--- config.mk ---
export PLATFORM = sky130hd
export DESIGN_NAME = sudoku_btn_conditioner
export DESIGN_NICKNAME = d
export VERILOG_FILES = /design/src/rtl/sudoku_btn_conditioner.sv
export SDC_FILE = /design/constraint.sdc
export NUM_CORES = 1
export LEC_CHECK = 0
export CORE_UTILIZATION = 45
export DETAILED_ROUTE_END_ITERATION = 8
export GPL_ROUTABILITY_DRIVEN = 0
export PLACE_DENSITY_LB_ADDON = 0.1
export SETUP_SLACK_MARGIN = 0.5
export SKIP_CTS_REPAIR_TIMING = 1
export SYNTH_ARGS = -nofsm -noshare
export SYNTH_HDL_FRONTEND = slang
export SYNTH_SLANG_ARGS = --single-unit
--- constraint.sdc ---
create_clock -name Clk -period 6.4 [get_ports Clk]
set_clock_uncertainty 0.2 [all_clocks]
set_input_delay 0.64 -clock Clk [delete_from_list [all_inputs] [get_ports Clk]]
set_output_delay 0.64 -clock Clk [all_outputs]
set_load 0.05 [all_outputs]
--- src/rtl/sudoku_btn_conditioner.sv ---
// Push-button conditioner for the sudoku solver front panel: synchronise, debounce,
// one-cycle pulse per press, auto-repeat on Prev/Next, Start overrides the rest.
module sudoku_btn_conditioner #(
    parameter int unsigned DEB_CYCLES    = 500000,
    parameter int unsigned REPEAT_DELAY  = 50000000,
    parameter int unsigned REPEAT_PERIOD = 20000000
) (
    input  logic Clk,
    input  logic Reset,
    input  logic BtnPrev,
    input  logic BtnNext,
    input  logic BtnEnter,
    input  logic BtnStart,
    output logic Prev,
    output logic Next,
    output logic Enter,
    output logic Start,
    output logic Busy
);

    localparam int unsigned NCH   = 4;
    localparam int unsigned CNT_W = 32;

    localparam int unsigned CH_PREV  = 0;
    localparam int unsigned CH_NEXT  = 1;
    localparam int unsigned CH_ENTER = 2;
    localparam int unsigned CH_START = 3;

    localparam logic [CNT_W-1:0] DEB_LAST    = CNT_W'(DEB_CYCLES - 1);
    localparam logic [CNT_W-1:0] DELAY_LAST  = CNT_W'(REPEAT_DELAY - 1);
    localparam logic [CNT_W-1:0] PERIOD_LAST = CNT_W'(REPEAT_PERIOD - 1);
    localparam logic [CNT_W-1:0] CNT_MAX     = '1;

    typedef enum logic [2:0] {
        ST_IDLE,
        ST_DEB_PRESS,
        ST_PULSE,
        ST_HELD,
        ST_DEB_REL
    } state_e;

    logic [NCH-1:0] raw_c;
    logic [NCH-1:0] sync1_q;
    logic [NCH-1:0] sync2_q;
    logic [NCH-1:0] pulse_c;
    logic [NCH-1:0] active_c;

    logic prev_q;
    logic next_q;
    logic enter_q;
    logic start_q;
    logic busy_q;

    assign raw_c = {BtnStart, BtnEnter, BtnNext, BtnPrev};

    // Two-flop synchroniser per raw button.
    always_ff @(posedge Clk) begin
        if (Reset) begin
            sync1_q <= '0;
            sync2_q <= '0;
        end else begin
            sync1_q <= raw_c;
            sync2_q <= sync1_q;
        end
    end

    for (genvar ch = 0; ch < NCH; ch++) begin : g_ch
        localparam bit IS_REPEAT = (ch == CH_PREV) || (ch == CH_NEXT);

        state_e           state_q;
        state_e           state_d;
        logic [CNT_W-1:0] cnt_q;
        logic [CNT_W-1:0] cnt_d;
        logic             rep_q;
        logic             rep_d;
        logic             s_c;

        assign s_c = sync2_q[ch];

        always_ff @(posedge Clk) begin
            if (Reset) begin
                state_q <= ST_IDLE;
                cnt_q   <= '0;
                rep_q   <= 1'b0;
            end else begin
                state_q <= state_d;
                cnt_q   <= cnt_d;
                rep_q   <= rep_d;
            end
        end

        // rep_q selects the short repeat period once a repeat pulse has fired.
        always_comb begin
            state_d = state_q;
            cnt_d   = cnt_q;
            rep_d   = rep_q;
            unique case (state_q)
                ST_IDLE: begin
                    if (s_c) begin
                        state_d = ST_DEB_PRESS;
                        cnt_d   = '0;
                    end
                end
                ST_DEB_PRESS: begin
                    if (!s_c) begin
                        state_d = ST_IDLE;
                    end else if (cnt_q == DEB_LAST) begin
                        state_d = ST_PULSE;
                        rep_d   = 1'b0;
                    end else begin
                        cnt_d = cnt_q + 1'b1;
                    end
                end
                ST_PULSE: begin
                    state_d = ST_HELD;
                    cnt_d   = '0;
                end
                ST_HELD: begin
                    if (!s_c) begin
                        state_d = ST_DEB_REL;
                        cnt_d   = '0;
                    end else if (IS_REPEAT &&
                                 (cnt_q == (rep_q ? PERIOD_LAST : DELAY_LAST))) begin
                        state_d = ST_PULSE;
                        rep_d   = 1'b1;
                    end else if (IS_REPEAT || (cnt_q != CNT_MAX)) begin
                        cnt_d = cnt_q + 1'b1;
                    end
                end
                ST_DEB_REL: begin
                    if (s_c) begin
                        state_d = ST_HELD;
                        cnt_d   = '0;
                    end else if (cnt_q == DEB_LAST) begin
                        state_d = ST_IDLE;
                    end else begin
                        cnt_d = cnt_q + 1'b1;
                    end
                end
                default: begin
                    state_d = ST_IDLE;
                    cnt_d   = '0;
                    rep_d   = 1'b0;
                end
            endcase
        end

        assign pulse_c[ch]  = (state_d == ST_PULSE);
        assign active_c[ch] = (state_d != ST_IDLE);
    end

    // Output flops load together with the PULSE state; Start masks the others.
    always_ff @(posedge Clk) begin
        if (Reset) begin
            prev_q  <= 1'b0;
            next_q  <= 1'b0;
            enter_q <= 1'b0;
            start_q <= 1'b0;
            busy_q  <= 1'b0;
        end else begin
            start_q <= pulse_c[CH_START];
            prev_q  <= pulse_c[CH_PREV]  & ~pulse_c[CH_START];
            next_q  <= pulse_c[CH_NEXT]  & ~pulse_c[CH_START];
            enter_q <= pulse_c[CH_ENTER] & ~pulse_c[CH_START];
            busy_q  <= |active_c;
        end
    end

    assign Prev  = prev_q;
    assign Next  = next_q;
    assign Enter = enter_q;
    assign Start = start_q;
    assign Busy  = busy_q;

endmodule

Word-level counts from Yosys, hierarchy flattened
Cells that the tools add are included.
Word-level totals
  register bits after elaboration: 155
  memories kept: 0
  output and inout port bits: 5
  input bits: 6
  memory bits (writable): 0
  bits in latches: 0
  memory bits (read-only): 0
  logic and storage cells: 160
Operators by class
  reduce and logical (&&, ||, !) cells: 17
  shift operators: 0
  div/mod/pow operators: 0
  muxes and demuxes: 70
  equal/unequal tests: 46
  magnitude comparators: 0
  bitwise logic cells: 6
  add/sub/neg operators: 4
  multiply operators: 0
Operators with widths (count)
  32-bit two-way mux: 24
  32-bit case mux with 4 select lines: 4
  32-bit by 1-bit adder with 32-bit output, second input constant: 4
  32-bit by 19-bit equality test with 1-bit output, second input constant: 4
  3-bit two-way mux: 26
  32-bit by 26-bit equality test with 1-bit output: 2
  32-bit != test, second input constant: 2
  3-bit case mux with 5 select lines: 4
  26-bit two-way mux: 2
  3-bit by 2-bit equality test with 1-bit output, second input constant: 12
  2-bit != test, second input constant: 14
  3-bit by 1-bit equality test with 1-bit output, second input constant: 4
  3-bit equality test, second input constant: 4
  3-bit logical NOT: 4
  3-bit != test, second input constant: 4
  3-bit AND reduction: 4
  3-bit nonzero test: 4
  5-bit AND reduction: 2
  1-bit two-way mux: 8
  1-bit case mux with 3 select lines: 2
  3-bit OR reduction: 2
  4-bit OR reduction: 1
  1-bit AND: 3
  1-bit NOT: 3

Logic depth before layout (Yosys ltp)
  depth after elaboration: 7
  mapped depth: 10
  depth with buffers taken out: 7

Worst setup path after synthesis
OpenSTA, ideal clock, no wires.
  kind: register to register
  start: register g_ch[1].cnt_q[19]
  end: register g_ch[1].cnt_q[17]
  clock period less this slack: 2.635 ns
  data arrival time: 2.319 ns
  buffers on the path: 1
  cell stages (with the launch flop): 8
  setup time: 0.116 ns
  setup slack: 3.765 ns
  data required time: 6.084 ns
  cell sequence: dfxtp_1 -> or4b_1 -> or4_1 -> nor3_1 -> o32a_1 -> buf_2 -> nor2_1 -> a31o_2
On the way
  word-level cells in the longest chain between the ends: 4
  elaborated cells on any way between the ends: 8
  classes of those cells: 3 x eq/ne; 4 x mux; 1 x reduce/logical
Ends and longest elaborated chain
  from (decl): line 72  | logic [CNT_W-1:0] cnt_q;
  from (signal assigned): line 87  | cnt_q <= cnt_d;
  32-bit by 19-bit equality test with 1-bit output: line 107, 134
  32-bit two-way mux
  32-bit two-way mux, on equally long branches
  32-bit case mux with 4 select lines
Parallel ways exist; a longest one is shown, timed or not. The select of a mux whose other input is x is not followed.
A chain may end at the register's enable or synchronous reset.

Worst setup path in the final report
  start: register g_ch[0].cnt_q[12]
  end: register g_ch[0].cnt_q[16]
On the way
  word-level cells in the longest chain between the ends: 4
  elaborated cells on any way between the ends: 11
  classes of those cells: 1 x add/sub; 3 x eq/ne; 6 x mux; 1 x reduce/logical
Ends and longest elaborated chain
  from (decl): line 72
  from (signal assigned): line 87
  32-bit by 1-bit adder with 32-bit output / 32-bit by 19-bit equality test with 1-bit output (equally long branches)
  32-bit two-way mux, on equally long branches: line 107, 134, 122
  32-bit two-way mux, on equally long branches: line 131, 105, 119
  32-bit case mux with 4 select lines: line 97  | unique case (state_q)
Parallel ways exist; a longest one is shown, timed or not. The select of a mux whose other input is x is not followed.

==> impl_metrics.yaml <==
critical_path:
  critPathLaunchType: "register"
  crit_start: "g_ch[0].cnt_q[12]"
  worstReg2RegStart: "g_ch[0].cnt_q[12]"
  required_ps: 6540
  cpPeakStageDelay_ps: 980
  worst-path-max-fanout: 16
  path_buf_inv: 0
  arrival_ps: 3490
  cp_common_cell: "a21oi_1"
  crit_family: "compound AO/OA/AOI/OAI gates"
  critPathKind: "register to register"
  critical_path.endpoint_type: "register"
  worst_path_max_delay_cell: "a21oi_1"
  cp_cell_sequence: "or4_1 > nor4_1 > o2111ai_1 > a21oi_1 > o21ai_0 > a21oi_1"
sta:
  hold_viol: 0
  fmax_mhz: 298
  rsz0062_at_grt: "no"
  fin_tns_setup_ps: 0
  period_needed_ps: 3360
  relSlewSlack_pct: 17.8
  period_share_pct: 52.4
  setup_ws_ps: 3040
  worst_pin_slew_ps: 1220
  finalSetupViolCount: 0
  holdWs_ps: 241
  drv_slew: 0
cts:
  root_buffer: "clkbuf_16"
  h-tree-depth: 4
  numClockSinks: 155
  cts_tree: "yes"
  path_clk_slew_ps: 70
  clockBufferDepth: 2
  clk_latency_ps: 440
  cts_buffers: 17
die:
  io_pins: 11
  rows: 51
  die_area_mm2: 0.0208
  start_util_pct: 46.2
  die_height_um: 144
  core-area_mm2: 0.0197
  die_width_um: 144
synthesis:
  synth_cells: 1166
  muxShareOfSynthArea_pct: 1.21
  synth-seq-cells: 155
  syn_nets: 1176
  synth_cell_types: 77
  synth_xor_area_share_pct: 0.675
  synth_warnings: 0
  synth_top_family_by_area: "simple AND/OR/NAND/NOR gates"
  avgSynthCellArea_um2: 7.79
  synthAdderAreaFrac_pct: 0.551
  synth_ff_type: "dfxtp_1"
  synth_compound_area_share_pct: 24.2
  postSynth.asyncResetShare_pct: 0
  synth.cell_area_mm2: 0.00908
  synthSimpleGateAreaFrac_pct: 34.9
  synth_edf_count: 0
  seq_area_frac_synth_pct: 34.2
placement:
  dp_slack_ps: 3090
  dp.final_hpwl_um: 16600
  port_buffers: 10
  dpl_cell_area_mm2: 0.00928
worst_hold_path:
  hp-class: "register to register"
  worstHoldStart: "sync1_q[3]"
final_layout:
  antenna_cells: 0
  final_cell_mix: "155 x dfxtp_1, 107 x nand2_1, 101 x a21oi_1, 74 x nor2_1, 58 x nand3_1"
  syn2layout_area_growth_pct: 8.13
  drive_above_1_share_pct: 6.39
  final_common_cell: "dfxtp_1"
  final_area_mm2: 0.00982
  fin_nets: 1140
  fillers: 1947
grt:
  overflow: 0
  grt_max_degree: 64
  grt_pass1_wl_um: 40000
  antenna_found_initial: 0
  grt_pass1_vias: 7858
  grt_usage_pct: 24.1
route:
  first_pass_iters: 5
  drtAntennaViolNets: 0
  wl_um: 24500
  dr.first_iter.drc_count: 612
  num_vias: 8912
  wl_per_cell_um: 17.4
  drc: 0
  vias_per_cell: 6.33
power:
  p_leak_nw: 3.15
  p_per_area_mw_per_mm2: 207
  peakVddDrop_uv: 176
status:
  outcome: "complete, no violations"
flow_run:
  maxCapViolCount: 0
-- worst paths after layout --
kind	depth (start not counted)	slack, ps	endpoint
worst min register to register	1	240	sync2_q[3]
worst max-delay path	6	3040	g_ch[0].cnt_q[16]
worst min-delay path	1	240	sync2_q[3]
worst max register to register	6	3040	g_ch[0].cnt_q[16]
-- power by group --
part           internal [mW]  switching, mW  total (mW)  leakage (nW)
clock                  0.542          0.425       0.967         0.258
sequential             0.969        0.00696       0.976          1.25
combinational         0.0247         0.0685      0.0932          1.64
total                   1.54          0.501        2.04          3.15
-- per-stage QoR --
step | utilization [%] | power [mW] | instances
floorplan | - | 1.06 | 1166
global placement | 47.2 | 1.09 | 1376
detailed placement | 47.2 | 1.09 | 1376
CTS | 50.0 | 2.05 | 1407
global route | 50.0 | 2.10 | 1407
finish | 50.0 | 2.04 | 1407
-- synthesized netlist by cell type, types with 5 or more instances --
| cell | n | share of area, % |
|---|---|---|
| a211o_1 | 5 | 0.48 |
| a211oi_1 | 14 | 1.2 |
| a21boi_0 | 5 | 0.41 |
| a21o_1 | 10 | 0.83 |
| a21oi_1 | 101 | 5.6 |
| a311oi_1 | 8 | 0.77 |
| a31o_2 | 10 | 0.96 |
| a31oi_1 | 26 | 1.8 |
| and2_1 | 12 | 0.83 |
| and3_1 | 35 | 2.4 |
| and4_1 | 21 | 2.0 |
| buf_2 | 14 | 0.77 |
| clkbuf_1 | 53 | 2.2 |
| dfxtp_1 | 155 | 34 |
| inv_1 | 26 | 1.1 |
| mux2i_1 | 11 | 1.2 |
| nand2_1 | 107 | 4.4 |
| nand2b_1 | 22 | 1.5 |
| nand3_1 | 58 | 3.2 |
| nand4_1 | 40 | 2.8 |
| nor2_1 | 74 | 3.1 |
| nor2b_1 | 18 | 1.2 |
| nor3_1 | 34 | 1.9 |
| nor4_1 | 30 | 2.1 |
| nor4b_1 | 5 | 0.48 |
| o2111ai_1 | 9 | 0.87 |
| o211ai_1 | 13 | 1.1 |
| o21a_1 | 9 | 0.74 |
| o21ai_0 | 39 | 2.1 |
| o22a_1 | 5 | 0.48 |
| o31ai_1 | 26 | 2.1 |
| o32ai_1 | 6 | 0.58 |
| o41ai_1 | 5 | 0.48 |
| or2_2 | 7 | 0.48 |
| or3_1 | 25 | 1.7 |
| or3b_2 | 6 | 0.58 |
| or4_1 | 39 | 3.2 |
| or4b_2 | 5 | 0.55 |
-- logic make-up (layout without fill, tap and decap cells) --
logic type / Yosys count / count (layout)
DFF: 155 / 155
xor gates and xnor gates: 7 / 7
buffers and inverters: 98 / 74
and+or+nand+nor: 561 / 561
muxes: 11 / 11
adders and majority gates: 4 / 4
AOI/OAI and AO/OA: 330 / 330
-- flip-flops by register name, indices dropped and copies added (netlist names) --
| name | cells |
|---|---|
| Busy | 1 |
| Next | 1 |
| Prev | 1 |
| Start | 1 |
| g_ch.state_q | 12 |
| sync1_q | 4 |
| sync2_q | 4 |
| Enter | 1 |
| g_ch.cnt_q | 128 |
| g_ch.rep_q | 2 |
-- layout make-up --
type	instances	area [µm²]	area share (%)
flip-flops and latches	155	3100	31.6
inverters	27	101	1.03
well taps	265	332	3.38
repair buffers	16	140	1.43
multi-input cells	913	5600	57.0
clock inverters	11	97.6	0.994
clock buffers	20	447	4.55
-- per-layer routing --
| metal | global-route usage, % | share of wire (%) | routed length [µm] | vias to the layer above |
|---|---|---|---|---|
| met3 | 4.60 | 4.3 | 1060 | 26 |
| met1 | 33.1 | 49 | 12100 | 4222 |
| met2 | 37.8 | 45 | 11000 | 203 |
| met4 | 7.78 | 1.5 | 358 | 0 |
| li1 | - | - | - | 4461 |
| met5 | 0 | 0 | 0 | - |
(Power assumes the default switching activity.)
